<file path="config.mk">
export PLATFORM = sky130hd
export DESIGN_NAME = enc_event_fifo
export DESIGN_NICKNAME = d
export VERILOG_FILES = /design/src/rtl/enc_pkg.sv /design/src/rtl/enc_change_det.sv /design/src/rtl/enc_event_fifo.sv
export SDC_FILE = /design/constraint.sdc
export NUM_CORES = 1
export LEC_CHECK = 0
export ABC_AREA = 1
export BUFFER_PORTS_ARGS = -buffer_cell sky130_fd_sc_hd__buf_4
export CAP_MARGIN = 20
export CORE_ASPECT_RATIO = 0.8
export CORE_UTILIZATION = 56
export CTS_CLUSTER_DIAMETER = 120
export CTS_CLUSTER_SIZE = 28
export DETAILED_ROUTE_END_ITERATION = 16
export GPL_TIMING_DRIVEN = 0
export PLACE_DENSITY = 0.85
export REMOVE_ABC_BUFFERS = 1
export SYNTH_ARGS = -nofsm -noshare
export SYNTH_HDL_FRONTEND = slang
export SYNTH_SLANG_ARGS = --single-unit
</file>
<file path="constraint.sdc">
create_clock -name clk -period 3.2 [get_ports clk]
set_clock_uncertainty 0.15 [all_clocks]
set_input_delay 0.16 -clock clk [delete_from_list [all_inputs] [get_ports clk]]
set_output_delay 0.16 -clock clk [all_outputs]
set_load 0.02 [all_outputs]
</file>
<file path="src/rtl/enc_pkg.sv">
// Shared types and code constants for the priority-encoder event path.
package enc_pkg;

  localparam int CODE_W = 2;

  typedef logic [CODE_W-1:0] code_t;

  localparam code_t CODE_I0 = 2'd0;
  localparam code_t CODE_I1 = 2'd1;
  localparam code_t CODE_I2 = 2'd2;
  localparam code_t CODE_I3 = 2'd3;

endpackage

</file>
<file path="src/rtl/enc_change_det.sv">
// Converts the encoder's level outputs into one-cycle events on a rising
// valid or a code change while valid.
module enc_change_det
  import enc_pkg::*;
(
  input  logic  clk,
  input  logic  rst,
  input  logic  clr,
  input  code_t code_in,
  input  logic  valid_in,
  output logic  evt
);

  logic  valid_q;
  code_t code_q;

  // Previous-cycle copy of the encoder outputs; rst and clr both forget history
  always_ff @(posedge clk) begin
    if (rst || clr) begin
      valid_q <= 1'b0;
      code_q  <= CODE_I0;
    end else begin
      valid_q <= valid_in;
      code_q  <= code_in;
    end
  end

  assign evt = valid_in & (~valid_q | (code_in != code_q));

endmodule

</file>
<file path="src/rtl/enc_event_fifo.sv">
// Event FIFO behind the 4-to-2 priority encoder: first-word-fall-through
// buffer with valid/ready drain and a sticky overflow / saturating drop count.
module enc_event_fifo
  import enc_pkg::*;
#(
  parameter int DEPTH = 4,
  parameter int CNT_W = 4
) (
  input  logic                   clk,
  input  logic                   rst,
  input  code_t                  code_in,
  input  logic                   valid_in,
  input  logic                   clr,
  output code_t                  out_code,
  output logic                   out_valid,
  input  logic                   out_ready,
  output logic [$clog2(DEPTH):0] count,
  output logic                   full,
  output logic                   ovf,
  output logic [CNT_W-1:0]       drop_cnt
);

  localparam int PTR_W = $clog2(DEPTH);
  localparam int CW    = PTR_W + 1;
  localparam logic [CW-1:0]    DEPTH_C = CW'(DEPTH);
  localparam logic [CNT_W-1:0] SAT_C   = {CNT_W{1'b1}};

  code_t            mem_q [DEPTH];
  logic [PTR_W-1:0] wr_ptr_q, wr_ptr_d;
  logic [PTR_W-1:0] rd_ptr_q, rd_ptr_d;
  logic [CW-1:0]    count_q, count_d;
  logic             ovf_q, ovf_d;
  logic [CNT_W-1:0] drop_q, drop_d;

  logic evt;
  logic empty;
  logic pop;
  logic push_ok;
  logic drop;

  enc_change_det u_change_det (
    .clk      (clk),
    .rst      (rst),
    .clr      (clr),
    .code_in  (code_in),
    .valid_in (valid_in),
    .evt      (evt)
  );

  assign empty   = (count_q == {CW{1'b0}});
  assign full    = (count_q == DEPTH_C);
  assign pop     = ~empty & out_ready;
  // A pop frees the slot in the same edge, so a full FIFO still accepts.
  assign push_ok = evt & (~full | pop);
  assign drop    = evt & full & ~pop;

  // Next-state for pointers, occupancy and overflow bookkeeping
  always_comb begin
    wr_ptr_d = wr_ptr_q;
    rd_ptr_d = rd_ptr_q;
    count_d  = count_q;
    ovf_d    = ovf_q;
    drop_d   = drop_q;
    if (push_ok) begin
      wr_ptr_d = wr_ptr_q + PTR_W'(1);
    end else begin
      wr_ptr_d = wr_ptr_q;
    end
    if (pop) begin
      rd_ptr_d = rd_ptr_q + PTR_W'(1);
    end else begin
      rd_ptr_d = rd_ptr_q;
    end
    case ({push_ok, pop})
      2'b10:   count_d = count_q + CW'(1);
      2'b01:   count_d = count_q - CW'(1);
      default: count_d = count_q;
    endcase
    if (drop) begin
      ovf_d = 1'b1;
      if (drop_q != SAT_C) begin
        drop_d = drop_q + CNT_W'(1);
      end else begin
        drop_d = drop_q;
      end
    end else begin
      ovf_d  = ovf_q;
      drop_d = drop_q;
    end
  end

  // Control state; rst and clr both return to empty with history cleared
  always_ff @(posedge clk) begin
    if (rst || clr) begin
      wr_ptr_q <= {PTR_W{1'b0}};
      rd_ptr_q <= {PTR_W{1'b0}};
      count_q  <= {CW{1'b0}};
      ovf_q    <= 1'b0;
      drop_q   <= {CNT_W{1'b0}};
    end else begin
      wr_ptr_q <= wr_ptr_d;
      rd_ptr_q <= rd_ptr_d;
      count_q  <= count_d;
      ovf_q    <= ovf_d;
      drop_q   <= drop_d;
    end
  end

  // Entry storage; contents are don't-care while not covered by count
  always_ff @(posedge clk) begin
    if (push_ok && !rst && !clr) begin
      mem_q[wr_ptr_q] <= code_in;
    end
  end

  assign out_valid = ~empty;
  assign out_code  = empty ? CODE_I0 : mem_q[rd_ptr_q];
  assign count     = count_q;
  assign ovf       = ovf_q;
  assign drop_cnt  = drop_q;

endmodule

</file>
==> After elaboration in Yosys (flattened, before gate mapping) <==
Memory sizes are Yosys's and may differ from the RTL's. A register that Yosys moved wholly into a read port is not among the register bits.
Cells that the tools add are included.
{ "totals": {"input_bits": 7, "ram_bits": 8, "n_memories": 1, "reg_bits": 15, "word_cells": 43, "output_inout_bits": 12} }
{ "mem_list": {"columns": ["memory", "words", "word_bits", "rd", "rd_ports_with_merged_regs", "wr", "line", "rtl"], "rows": [
  ["mem_q", 4, 2, 1, 1, 1, "enc_event_fifo.sv:28", "code_t mem_q [DEPTH];"]
]} }
{ "op_classes": {"addsub": 5, "reduce_logical": 8, "bitwise": 11, "eq_ne": 5, "mux": 6} }
{ "op_table": {"columns": ["operator", "n"], "rows": [
  ["2-to-1 mux 2 bit", 3],
  ["one-hot mux 3 bit (2 select lines)", 1],
  ["bitwise AND 1 bit", 5],
  ["adder 2 x 1 -> 2 bit, second input constant", 2],
  ["adder 4 x 1 -> 4 bit, second input constant", 1],
  ["!= test 4 bit, second input constant", 1],
  ["inverter 1 bit", 4],
  ["adder 3 x 1 -> 3 bit, second input constant", 1],
  ["equality test 3 bit, second input constant", 1],
  ["zero test 3 bit", 1],
  ["subtractor 3 x 1 -> 3 bit, second input constant", 1],
  ["equality test 2 x 1 -> 1 bit, second input constant", 1],
  ["equality test 2 bit, second input constant", 1],
  ["logical AND 1 bit", 2],
  ["zero test 1 bit", 2],
  ["2-to-1 mux 1 bit", 2],
  ["!= test 2 bit", 1],
  ["OR 1 bit", 2],
  ["AND reduction 2 bit", 1],
  ["nonzero test 2 bit", 1],
  ["logical OR 1 bit", 1]
]} }

==> Depth between registers and ports, before layout <==
Gate-level depths: netlist (run 1).
{ "depth": {"depth_word": 9, "mapped_depth": 14, "ltp_nobuf": 14} }

==> Modules after synthesis <==
From an unflattened synthesis (run 1), not the netlist that was laid out.
{ "unflattened": {"hier_cells": 145, "hier_area_um2": 1223.7} }
{ "modules_own_cells": {"columns": ["module", "area_each_um2", "n_inst", "seq_area_each_um2", "cells_each"], "rows": [
  ["enc_event_fifo", 1098.6, 1, 520.5, 126],
  ["enc_change_det", 125.1, 1, 60.1, 19]
]} }

==> Least setup slack after synthesis (run 1) <==
No wires, ideal clock.
{ "synth_path": {"path_type": "reg2reg", "start": "register count_q[0] (netlist: count[0])", "end": "register count_q[2] (netlist: count[2])", "period_less_slack_ns": 1.849, "t_arrival_ns": 1.584, "required_ns": 2.935, "setup_time_ns": 0.115, "slack_ns": 1.351, "stages_incl_launch_ff": 12, "n_path_buf": 0, "cell_sequence": "dfxtp_1 -> inv_2 -> nand3b_4 -> nand2_1 -> inv_2 -> nand2_4 -> inv_1 -> fa_1 -> inv_1 -> nand2_2 -> a21oi_1 -> nor2_1"} }
{ "synth_between": {"elab_chain_cells": 7, "word_cells_on_any_way": 13, "classes_between": "2 x add/sub; 3 x eq/ne; 1 x mux; 5 x bitwise; 2 x reduce/logical"} }
{ "synth_lines": {"columns": ["element", "line", "rtl"], "rows": [
  ["from (decl)", "enc_event_fifo.sv:31", "logic [CW-1:0] count_q, count_d;"],
  ["from (signal assigned)", "enc_event_fifo.sv:97", "count_q <= {CW{1'b0}};"],
  ["from (signal assigned)", "enc_event_fifo.sv:103", "count_q <= count_d;"],
  ["zero test 3 bit *", "enc_event_fifo.sv:50", "assign empty = (count_q == {CW{1'b0}});"],
  ["inverter 1 bit *", null, null],
  ["via out_valid", "enc_event_fifo.sv:15", "output logic out_valid,"],
  ["bitwise AND 1 bit *", "enc_event_fifo.sv:52", "assign pop = ~empty & out_ready;"],
  ["OR 1 bit", "enc_event_fifo.sv:54", "assign push_ok = evt & (~full | pop);"],
  ["bitwise AND 1 bit", "enc_event_fifo.sv:54", null],
  ["equality test 2 x 1 -> 1 bit / equality test 2 bit (equally long branches)", "enc_event_fifo.sv:74", "case ({push_ok, pop})"],
  ["one-hot mux 3 bit (2 select lines) / nonzero test 2 bit (equally long branches)", null, null]
]} }
The timed path passes the listed nets; every way through them passes the cells marked *.
A chain may end at the register's enable or synchronous reset.

==> Worst setup path after layout (run 1) <==
{ "layout_path": {"start": "input code_in[1]", "end": "register count_q[2] (netlist: count[2])"} }
{ "layout_between": {"elab_chain_cells": 6, "word_cells_on_any_way": 8, "classes_between": "3 x eq/ne; 1 x mux; 3 x bitwise; 1 x reduce/logical"} }
{ "layout_lines": {"columns": ["element", "line", "rtl"], "rows": [
  ["from (decl)", "enc_event_fifo.sv:11", "input code_t code_in,"],
  ["!= test 2 bit *", "enc_change_det.sv:28", "assign evt = valid_in & (~valid_q | (code_in != code_q));"],
  ["OR 1 bit *", "enc_change_det.sv:28", null],
  ["bitwise AND 1 bit *", "enc_change_det.sv:28", null],
  ["bitwise AND 1 bit *", "enc_event_fifo.sv:54", null],
  ["equality test 2 x 1 -> 1 bit / equality test 2 bit (equally long branches)", "enc_event_fifo.sv:74", null],
  ["one-hot mux 3 bit (2 select lines) / nonzero test 2 bit (equally long branches)", null, null]
]} }
Mark *: on every way between the ends. The rest lies on a longest branch, timed or not.

==> results of run 1 <==
-- synthesized netlist by cell type --
| master | instances |
|---|---|
| a31oi_1 | 1 |
| nor2_1 | 23 |
| fa_1 | 1 |
| nand3_1 | 6 |
| nand3_2 | 1 |
| inv_1 | 21 |
| nand3b_1 | 1 |
| xnor2_1 | 1 |
| a21oi_1 | 12 |
| nor2_2 | 2 |
| o21ai_1 | 3 |
| o21a_1 | 1 |
| nand2_4 | 2 |
| edfxtp_1 | 8 |
| ha_1 | 5 |
| nand3b_4 | 1 |
| nand2_2 | 5 |
| nor2_8 | 1 |
| dfxtp_1 | 17 |
| nand2_1 | 13 |
| nand4_1 | 2 |
| inv_2 | 5 |
| o21ai_0 | 7 |
| buf_4 | 1 |
-- sequential cells by signal, summed over array words and instances, names as in the netlist, named ones only --
register,count
u_change_det.valid_q,1
drop_cnt,4
mem_q,8
wr_ptr_q,2
rd_ptr_q,2
ovf,1
count,3
u_change_det.code_q,2
-- logic make-up (layout without fill, tap and decap cells) --
| group | Yosys count | after routing | synth area share, % |
|---|---|---|---|
| fa+ha+maj | 6 | 6 | 6.868 |
| compound gates | 24 | 24 | 10.30 |
| simple gates | 57 | 57 | 25.08 |
| buf+inv | 27 | 51 | 8.742 |
| flops | 25 | 25 | 48.28 |
| xor+xnor | 1 | 1 | 0.7285 |
-- path summary, 6_finish.rpt --
kind                 endpoint                    from  slack, ns
setup reg to reg     count[2]  u_change_det.code_q[0]       1.39
hold / removal           flop               out_ready       0.06
hold reg to reg   rd_ptr_q[1]             rd_ptr_q[1]       0.34
setup / recovery     count[2]              code_in[1]       1.17
-- per-layer routing --
metal  vias up  part of all wire, %  wire (um)
met5         -                    0          0
met1       429                   44        911
met2        14                   50       1052
met3         7                  3.3         70
li1        492                    -          -
met4         0                  2.7         57
-- stage by stage --
step | setup slack (ns) | power (W) | instances | util [%] | cell area [um^2]
2_1_floorplan | 1.351 | 0.0003937 | 139 | - | 1195
3_3_place_gp | 1.438 | 0.0004170 | 181 | 69.95 | 1360
3_5_place_dp | 1.369 | 0.0004209 | 181 | 69.95 | 1360
4_1_cts | 1.172 | 0.0005633 | 188 | 73.04 | 1420
5_1_grt | 1.038 | 0.0005851 | 188 | 73.04 | 1420
6_report | 1.172 | 0.0005591 | 188 | 73.04 | 1420
-- where the power goes --
group           total, W  switching [W]  internal, W  leakage, nW
Sequential      0.000339     0.00000559     0.000334        0.210
Combinational  0.0000774      0.0000468    0.0000306        0.409
Clock           0.000142      0.0000944    0.0000479       0.0139
-- area by class of cell --
cell class                      instances  share of cell area [%]
Inverter                               26                   6.872
Multi-Input combinational cell         88                   36.39
Clock buffer                            3                   1.586
Clock inverter                          1                  0.5286
Timing Repair Buffer                   21                   11.63
Tap cell                               24                   2.115
Sequential cell                        25                   40.88
-- critical path: cells and delay by family --
kind / cells / cell delay, ns
buffers and inverters: 5 / 0.91
AND/OR/NAND/NOR: 8 / 0.53
adder cells (fa/ha/maj): 1 / 0.37
AO/OA/AOI/OAI: 1 / 0.14
==> metrics.md, run 1 <==
| Metric | Value |
|---|---|
| Status | `finished clean` |
| Final period util | `63.37%` |
| Buffers added on ports | `18` |
| Most common cell after layout, fill and taps aside | `nor2_1` |
| Unrepaired setup endpoints after global routing | `false` |
| Min Tclk post-route | `just over 2 ns` |
| Register area share after synthesis | `between 40 and 50%` |
| GR Util met3 | `under 10%` |
| Final Hold Viols | `0` |
| Synth top area share | `28.30%` |
| Hold Path Depth | `4` |
| Die width | `approximately 54 um` |
| Met1 usage in global routing | `22.68%` |
| Initial Util | `about three fifths` |
| Layout cells sized above 1 | `between 20% and 30%` |
| Vias | `942` |
| Multi-input gate area | `around 520 um^2` |
| Crit Path Class | `in2reg` |
| Pwr dens | `around 390 nW/um^2` |
| CP arrival | `2.11 ns` |
| Most frequent cells in the layout | `nor2_1, inv_1, buf_4` |
| CTS tree | `built` |
| Mean post-synth cell area | `approximately 8.6 um^2` |
| Overall global routing resource usage | `21.50%` |
| Worst endpoint required time | `approximately 3.3 ns` |
| Post-CTS resize count | `0` |
| Max Root-Sink Buffers | `2` |
| CTS hold repair buffers | `3` |
| Clk Latency, worst-skew pair | `~0.33 ns` |
| Global placement routability congestion | `0.7687` |
| Gate Count Post-Synth | `140` |
| Peak Freq | `between 400 and 500 MHz` |
| Setup Viol. Count Final | `0` |
| Grt ovf | `0` |
| Worst VDD drop | `between 0.3 and 0.4 mV` |
| Pre-antenna DRT Iters | `4` |
| Hold slack | `roughly 0.064 ns` |
| Vias in the first global route | `between 800 and 900` |
| Die ar. | `2338 um^2` |
| Largest net degree at the start of global routing | `16` |
| Max stage delay on crit path | `roughly 0.54 ns` |
| Most used routing layer | `met2` |
| H-tree level count | `1` |
| Synthesis-stage register bit count | `25` |
| CTS Buf Count | `3` |
| Leak pwr | `approximately 0.63 nW` |
| Row count | `14` |
| Worst path cell trace | `dlygate4sd3_1, buf_4, inv_1, nand2_1, nand2_1, nor2_2, nand2_2, nand2_4, nand2_4, inv_1, fa_1, inv_1, nand2_2, a21oi_1, nor2_1` |
| Clock Pin Slew Worst Setup and Hold Paths | `0.13 ns` |
| Rel. slew slack | `a little over half` |
| Clock root buffer | `clkbuf_4` |
| Most common cell on crit path | `inv_1` |
| Synth-to-layout area growth | `18.11%` |
| Core area | `approximately 2000 um^2` |
| Detailed Route WL | `2091 um` |
| Global-route wire length before repair | `around 3400 um` |
| Setup Buffers After CTS | `0` |
| FF-to-FF path depth | `12` |
| Number of antenna violations at the first check in global routing | `0` |
| Worst-path maximum fanout | `6` |
| Via/cell ratio | `around 5.0` |
| Antenna Nets Post-Route | `0` |
| Detailed Place HPWL | `1639 um` |
| Wire length per cell | `between 10 and 15 um` |
| Yosys cell types | `24` |
| Chip Height | `between 40 and 50 um` |
| Yosys warning count | `0` |
| Largest area contributor in the netlist | `dfxtp_1` |
| Hold Path Class | `in2reg` |
| IO Pins | `19` |
| Tightest Pin Transition | `between 0.6 and 0.7 ns` |
| Filler Cells Inserted | `around 150` |
| Sequential cell area | `580.6 um^2` |
| Post-layout nets | `~180` |
| Crit path max-delay cell type | `dlygate4sd3_1` |
| DRT iter0 DRCs | `23` |
| Ranking of synthesized cells by area | `dfxtp_1, edfxtp_1, nor2_1, inv_1, ha_1` |
| Crit start category | `primary input` |
| Clock sink count | `25` |
| Setup TNS | `0 ns` |
| CP Capture Type | `flop` |
| Number of remaining DRC errors | `0` |
| Antenna diodes | `0` |
| M2 GR Usage | `a little over a third` |
| Post-Syn Area | `1202 um^2` |
| Max-Cap Viols | `0` |
| Slew Viols, Final | `0` |
(Power assumes the default switching activity.)
==> run 2, diff against run 1 <==
- CORE_UTILIZATION: 56 -> 49
- PLACE_DENSITY: 0.85 -> 0.79
- clock period: 3.2 -> 1.6 ns (I/O delays scaled with it)
==> run 2 against run 1 <==
Against the previous run: the flow now finishes with violations (DRC, setup timing); flip-flop and latch count unchanged; global-route usage decreased by 0.76 points; clock-buffer cell count increased by 1; sequential share of layout area decreased by 4.0 points; first-iteration DRC count increased by 35%; hold slack got worse by 0.027 ns; power increased by 110%; wire length increased by 26%; non-clock buffer count increased by 14; via count increased by 10%; design area increased by 14%; die area increased by 14%; critical endpoint is now count[1]; highest routed layer unchanged.
==> metrics.md, run 2 (synthesized netlist as in run 1, its figures left out) <==
| Metric | Value |
|---|---|
| Status | `finished with violations` |
| Failing checks | `DRC, setup timing` |
| Most common cell after layout, fill and taps aside | `buf_4` |
| Worst-path maximum fanout | `3 (-3)` |
| Final Hold Viols | `0 (unchanged)` |
| Reg power frac | `58.3% (-2.4 points)` |
| Final period util | `106.4%` |
| Post-layout nets | `192 (+7.9%)` |
| Most flops, register | `mem_q` |
| Overall power | `0.001155 W (+110%)` |
| CTS tree | `built` |
| Largest net degree at the start of global routing | `14 (-2)` |
| Multi-input gate area | `583.1 um^2 (+13%)` |
| Min Tclk post-route | `about 1.7 ns` |
| Global-route wire length before repair | `3926 um (+16%)` |
| Global placement routability congestion | `0.7869 (+2.4%)` |
| Worst endpoint required time | `1.67 ns (-1.62 ns)` |
| Row count | `15 (+1)` |
| Most frequent cells in the layout | `buf_4, inv_1, nor2_1` |
| Crit path buf inv count | `1 (-4)` |
| Detailed Place HPWL | `1649 um (+0.61%)` |
| Crit path max-delay cell type | `fa_2` |
| Crit start category | `flop` |
| Max Root-Sink Buffers | `2 (unchanged)` |
| Setup Viol. Count Final | `11 (+11)` |
| Max-Cap Viols | `0 (unchanged)` |
| Number of antenna violations at the first check in global routing | `0 (unchanged)` |
| Largest register FFs | `8 (unchanged)` |
| Cells after DPL | `182 (+0.55%)` |
| Layout cells sized above 1 | `39.89% (+16 points)` |
| Synth-to-layout area growth | `35.17%` |
| Core area | `2233 um^2 (+15%)` |
| P_int | `0.0008506 W (+110%)` |
| Overall global routing resource usage | `20.73% (-0.76 points)` |
| Crit Path Class | `reg2reg` |
| Max stage delay on crit path | `0.42 ns (-0.12 ns)` |
| Slew Viols, Final | `0 (unchanged)` |
| Antenna diodes | `0 (unchanged)` |
| Leak pwr | `0.7078 nW (+12%)` |
| Net Sw Frac | `26.34% (+0.092 points)` |
| Vias in the first global route | `949 (+12%)` |
| Buffers added on ports | `18 (unchanged)` |
| Placed cell areas | `1361 um^2 (about the same)` |
| Net Switching | `0.0003041 W (+110%)` |
| CP Capture Type | `flop` |
| Antenna Nets Post-Route | `0 (unchanged)` |
| Sequential cell area | `599.3 um^2 (+3.2%)` |
| Rel. slew slack | `60.53% (+5.8 points)` |
| CTS Buf Count | `3 (unchanged)` |
| Post-Place Setup Slack | `-0.2161 ns (-1.585 ns)` |
| CP arrival | `1.77 ns (-0.34 ns)` |
| Pwr dens | `710.4 nW/um^2 (+80%)` |
| Number of remaining DRC errors | `1 (+1)` |
| Comb pwr share | `18.2% (+4.4 points)` |
| Worst path cell trace | `nand2_1, nand2_1, nor2_2, nand2_2, nand2_4, nand2_4, inv_2, fa_2, nor2_2, nor2_1` |
| Initial Util | `53.84% (-8.0 points)` |
| Worst VDD drop | `0.4096 mV (+3.5%)` |
| Detailed Route WL | `2636 um (+26%)` |
| Grt ovf | `0 (unchanged)` |
| Clock root buffer | `clkbuf_4` |
| IO Pins | `19 (unchanged)` |
| Clock sink count | `25 (unchanged)` |
| Tightest Pin Transition | `0.5899 ns (-0.08708 ns)` |
| Chip Height | `46.31 um (+6.6%)` |
| Pre-antenna DRT Iters | `10 (+6)` |
| Clock Pin Slew Worst Setup and Hold Paths | `0.13 ns (about the same)` |
| Clock Power Share | `23.5% (-2.0 points)` |
| Hold slack | `0.03655 ns (-0.02717 ns)` |
| H-tree level count | `1 (unchanged)` |
| Filler Cells Inserted | `161 (+6.6%)` |
| Peak Freq | `a little under 600 MHz` |
| Clk Latency, worst-skew pair | `0.31 ns (-0.02 ns)` |
| Vias | `1038 (+10%)` |
| Hold Path Class | `in2reg` |
| Wire length per cell | `12.99 um (+17%)` |
| DRT iter0 DRCs | `31 (+35%)` |
| Via/cell ratio | `5.113 (+2.0%)` |
| Delay-heaviest family, CP | `simple AND/OR/NAND/NOR gates` |
| Die width | `57.39 um (+6.7%)` |
| Final WS setup | `-0.1023 ns (-1.274 ns)` |
| Design Area, Final | `1625 um^2 (+14%)` |
| Cell Count, Final, Fillers Out | `203 (+8.0%)` |
| Die ar. | `2657 um^2 (+14%)` |
| Unrepaired setup endpoints after global routing | `true` |
[run 2: cell count changes in the layout (fill, tap and decap cells not counted), sizes merged]
| cell | change |
|---|---|
| dlygate4sd3 | +5 |
| clkbuf | +1 |
| buf | +9 |
| clkinvlp | -1 |
[run 2: what timing repair did]
item	in CTS	in global routing
endpoints found under the hold margin	15	0
resized for setup	19	17
cloned	0	0
hold buffers	8	0
buffers inserted	5	4
setup endpoints to repair	10	15
pin swaps	13	11
[run 2: per-stage QoR]
step                TNS [ns]  utilization [%]
finish               -0.4833            72.77
global route          -1.101            72.77
CTS                  -0.7793            69.58
detailed placement   -0.5970            60.95
global placement     -0.4073            60.95
floorplan            -0.4723                -
[run 2: final timing paths]
check	startpoint	end	slack, ns	cells past startpoint
worst min register to register	rd_ptr_q[0]	flop	0.33	1
worst max register to register	u_change_det.code_q[1]	count[1]	-0.10	10
worst max-delay path	u_change_det.code_q[1]	count[1]	-0.10	10
worst min-delay path	clr	flop	0.04	4
[run 2: layer usage]
metal  track usage, %  share of wire (%)
met5                0                  0
met4            9.756                2.1
met3            6.461                4.6
met2            40.00                 54
met1            20.84                 39
[run 2: worst register-to-register path: cells and delay by family (launching register included)]
| kind | cells | cell delay (ns) |
|---|---|---|
| AND/OR/NAND/NOR | 8 | 0.64 |
| adder cells (fa/ha/maj) | 1 | 0.42 |
| flip-flops | 1 | 0.35 |
| buffers and inverters | 1 | 0.05 |
[run 2: area by class of cell]
cell class,count,area share [%]
inverter,26,6.313
sequential,25,36.87
clock buffer,4,1.617
timing repair buffer,35,17.40
tap,25,1.925
multi-input combinational,88,35.87
[run 2: power by group through the flow]
stage          Sequential, W  Combinational (W)  Clock [W]
2_1_floorplan       0.000696          0.0000913          0
3_3_place_gp        0.000692           0.000143          0
3_5_place_dp        0.000693           0.000150          0
4_1_cts             0.000675           0.000189   0.000278
5_1_grt             0.000676           0.000225   0.000316
6_report            0.000674           0.000210   0.000271
==> run 3, diff against run 2 <==
- CORE_UTILIZATION: 49 -> 56
- CTS_BUF_LIST: default -> sky130_fd_sc_hd__clkbuf_16
- PLACE_DENSITY: 0.79 -> 0.85
- clock period: 1.6 -> 2.1 ns (I/O delays scaled with it)
==> run 3 against run 2 <==
Against the previous run: the flow now finishes without violations; setup slack better by 0.21 ns; wire length fell by 15%; power is 8.0% lower; sequential share of layout area up 2.3 points; hold slack better by 0.052 ns; global-route usage is 2.1 points higher; clock power increased by 56%; clock-buffer cell count shrank 1; non-clock buffer count down 14; first-iteration DRC count shrank 55%; critical endpoint is now count[2]; largest cell class unchanged.
==> metrics.md, run 3 (synthesized netlist as in run 1, its figures left out) <==
| Metric | Value |
|---|---|
| Status | `finished clean` |
| Core area | `1944 um^2 (-13%)` |
| Worst path cell trace | `dlygate4sd3_1, buf_4, inv_1, nand2_1, nand2_1, nor2_2, nand2_2, nand2_4, nand2_4, inv_1, fa_2, inv_1, nand2_2, a21oi_2, nor2_1` |
| R2R Path Start | `count[2]` |
| Most flops, register | `mem_q` |
| GR Util met3 | `8.772% (+2.3 points)` |
| Clock sink count | `25 (unchanged)` |
| Number of remaining DRC errors | `0 (-1)` |
| Net Switching | `0.0002478 W (-19%)` |
| Max stage delay on crit path | `0.54 ns (+0.12 ns)` |
| P_int | `0.0008149 W (-4.2%)` |
| DRT iter0 DRCs | `14 (-55%)` |
| CP arrival | `2.00 ns (+0.23 ns)` |
| Peak Freq | `~500 MHz` |
| Design Area, Final | `1481 um^2 (-8.9%)` |
| Pre-antenna DRT Iters | `4 (-6)` |
| Worst-path maximum fanout | `6 (+3)` |
| Worst hold path startpoint | `out_ready` |
| Tightest Pin Transition | `0.6797 ns (+0.08981 ns)` |
| Antenna Nets Post-Route | `0 (unchanged)` |
| Chip Height | `43.45 um (-6.2%)` |
| Most frequent cells in the layout | `nor2_1, inv_1, buf_4` |
| Post-layout nets | `178 (-7.3%)` |
| Placed cell areas | `1360 um^2 (about the same)` |
| CTS Buf Count | `3 (unchanged)` |
| Rel. slew slack | `54.52% (-6.0 points)` |
| Grt ovf | `0 (unchanged)` |
| Detailed Place HPWL | `1639 um (-0.61%)` |
| Cells after DPL | `181 (-0.55%)` |
| Hold Path Depth | `4 (unchanged)` |
| Detailed Route WL | `2246 um (-15%)` |
| Crit Path Class | `in2reg` |
| Crit start category | `primary input` |
| Initial Util | `61.84% (+8.0 points)` |
| Most common cell after layout, fill and taps aside | `nor2_1` |
| Number of antenna violations at the first check in global routing | `0 (unchanged)` |
| Reg2reg end | `count[1]` |
| Layout cells sized above 1 | `25.61% (-14 points)` |
| Largest register FFs | `8 (unchanged)` |
| Most common cell on crit path | `inv_1` |
| Via/cell ratio | `5.074 (-0.76%)` |
| Clock Power Share | `39.9% (+16 points)` |
| CTS tree | `built` |
| Max-Cap Viols | `0 (unchanged)` |
| CP Capture Type | `flop` |
| Buffers added on ports | `18 (unchanged)` |
| Met1 usage in global routing | `23.20% (+2.4 points)` |
| Slew Viols, Final | `0 (unchanged)` |
| Vias in the first global route | `886 (-6.6%)` |
| Wire length per cell | `11.95 um (-8.0%)` |
| FF-to-FF path depth | `8 (-2)` |
| Antenna diodes | `0 (unchanged)` |
| Largest net degree at the start of global routing | `16 (+2)` |
| Row count | `14 (-1)` |
| Most used routing layer | `met2` |
| Final period util | `94.82%` |
| Worst VDD drop | `0.8219 mV (+100%)` |
| Setup Buffers After CTS | `0 (-5)` |
| Global-route wire length before repair | `3615 um (-7.9%)` |
| Clk Latency, worst-skew pair | `0.26 ns (-0.05 ns)` |
| Reg power frac | `48.7% (-9.6 points)` |
| Delay-heaviest family, CP | `buffers and inverters` |
| Min Tclk post-route | `between 1.5 and 2 ns` |
| Clock root buffer | `clkbuf_16` |
| Hold Path Class | `in2reg` |
| Pwr dens | `717.3 nW/um^2 (+0.97%)` |
| Die ar. | `2338 um^2 (-12%)` |
| Crit path max-delay cell type | `dlygate4sd3_1` |
| R2R Setup Slk | `0.28 ns (+0.38 ns)` |
| H-tree level count | `1 (unchanged)` |
| Net Sw Frac | `23.32% (-3.0 points)` |
| Global placement routability congestion | `0.7687 (-2.3%)` |
| Crit path buf inv count | `5 (+4)` |
| Leak pwr | `0.6553 nW (-7.4%)` |
| Setup Viol. Count Final | `0 (-11)` |
| Cell Count, Final, Fillers Out | `188 (-7.4%)` |
| Die width | `53.81 um (-6.2%)` |
| Vias | `954 (-8.1%)` |
| Crit path from | `code_in[1]` |
| Clock Pin Slew Worst Setup and Hold Paths | `0.06 ns (-0.07 ns)` |
| Comb pwr share | `11.4% (-6.8 points)` |
| Overall global routing resource usage | `22.84% (+2.1 points)` |
| Max Root-Sink Buffers | `2 (unchanged)` |
| Synth-to-layout area growth | `23.20%` |
| Overall power | `0.001063 W (-8.0%)` |
| Final Hold Viols | `0 (unchanged)` |
| Worst endpoint required time | `2.11 ns (+0.44 ns)` |
| IO Pins | `19 (unchanged)` |
| M2 GR Usage | `40.49% (+0.49 points)` |
[run 3: cell count changes in the layout (fill, tap and decap cells not counted), moves of 3 or more]
cell,delta
dfxtp_4,-4
nor2_1,+6
dfxtp_2,-3
dfxtp_1,+7
dlygate4sd3_1,-5
clkbuf_16,+3
clkbuf_4,-3
inv_1,+4
nor2_4,-4
buf_4,-9
[run 3: timing repair]
action / in CTS / in global routing
endpoints found under the setup margin: 0 / 1
hold buffers: 3 / 0
resized for setup: 0 / 3
endpoints found under the hold margin: 11 / 0
[run 3: area by class of cell]
| class | count | area, um^2 |
|---|---|---|
| flip-flops and latches | 25 | 580.6 |
| multi-input cells | 88 | 525.5 |
| fillers | 143 | 462.9 |
| repair buffers | 21 | 165.2 |
| inverters | 26 | 97.59 |
| clock buffers | 3 | 75.07 |
| well taps | 24 | 30.03 |
| clock inverters | 1 | 7.507 |
[run 3: how the worst max path moves through the flow]
| stage | end | slack, ns | cells past startpoint |
|---|---|---|---|
| finish | count[2] | 0.11 | 15 |
| global route | count[2] | -0.002 | 16 |
| CTS | count[2] | 0.05 | 15 |
| detailed placement | count[2] | 0.30 | 12 |
| global placement | count[2] | 0.34 | 11 |
| floorplan | count[2] | 0.25 | 11 |
[run 3: worst register-to-register path: cells and delay by family (launching register included)]
family	cells	cell delay (ns)
adder cells (fa/ha/maj)	1	0.43
buffers and inverters	2	0.19
flip-flops	1	0.43
AND/OR/NAND/NOR	5	0.53
[run 3: per-stage QoR]
step	util [%]	hold slack [ns]	setup TNS (ns)	worst slack [ns]
finish	76.19	0.08873	0	0.1088
detailed placement	69.95	0.1844	0	0.3023
global route	76.19	0.1312	-0.002093	-0.002093
CTS	75.74	0.08784	0	0.04822
global placement	69.95	0.1829	0	0.3439
floorplan	-	0.05387	0	0.2506
[run 3: power by group through the flow]
stage / clock (W) / sequential [W] / combinational [W]
after floorplan: 0 / 0.000530 / 0.0000696
after global placement: 0 / 0.000527 / 0.000108
after detailed placement: 0 / 0.000528 / 0.000113
after CTS: 0.000430 / 0.000517 / 0.000119
after global routing: 0.000450 / 0.000519 / 0.000134
final: 0.000424 / 0.000518 / 0.000121
[run 3: routing by layer]
layer,vias up,part of all wire (%)
met3,4,3.1
met4,0,1.5
met1,449,43
met2,12,52
met5,-,0
li1,489,-
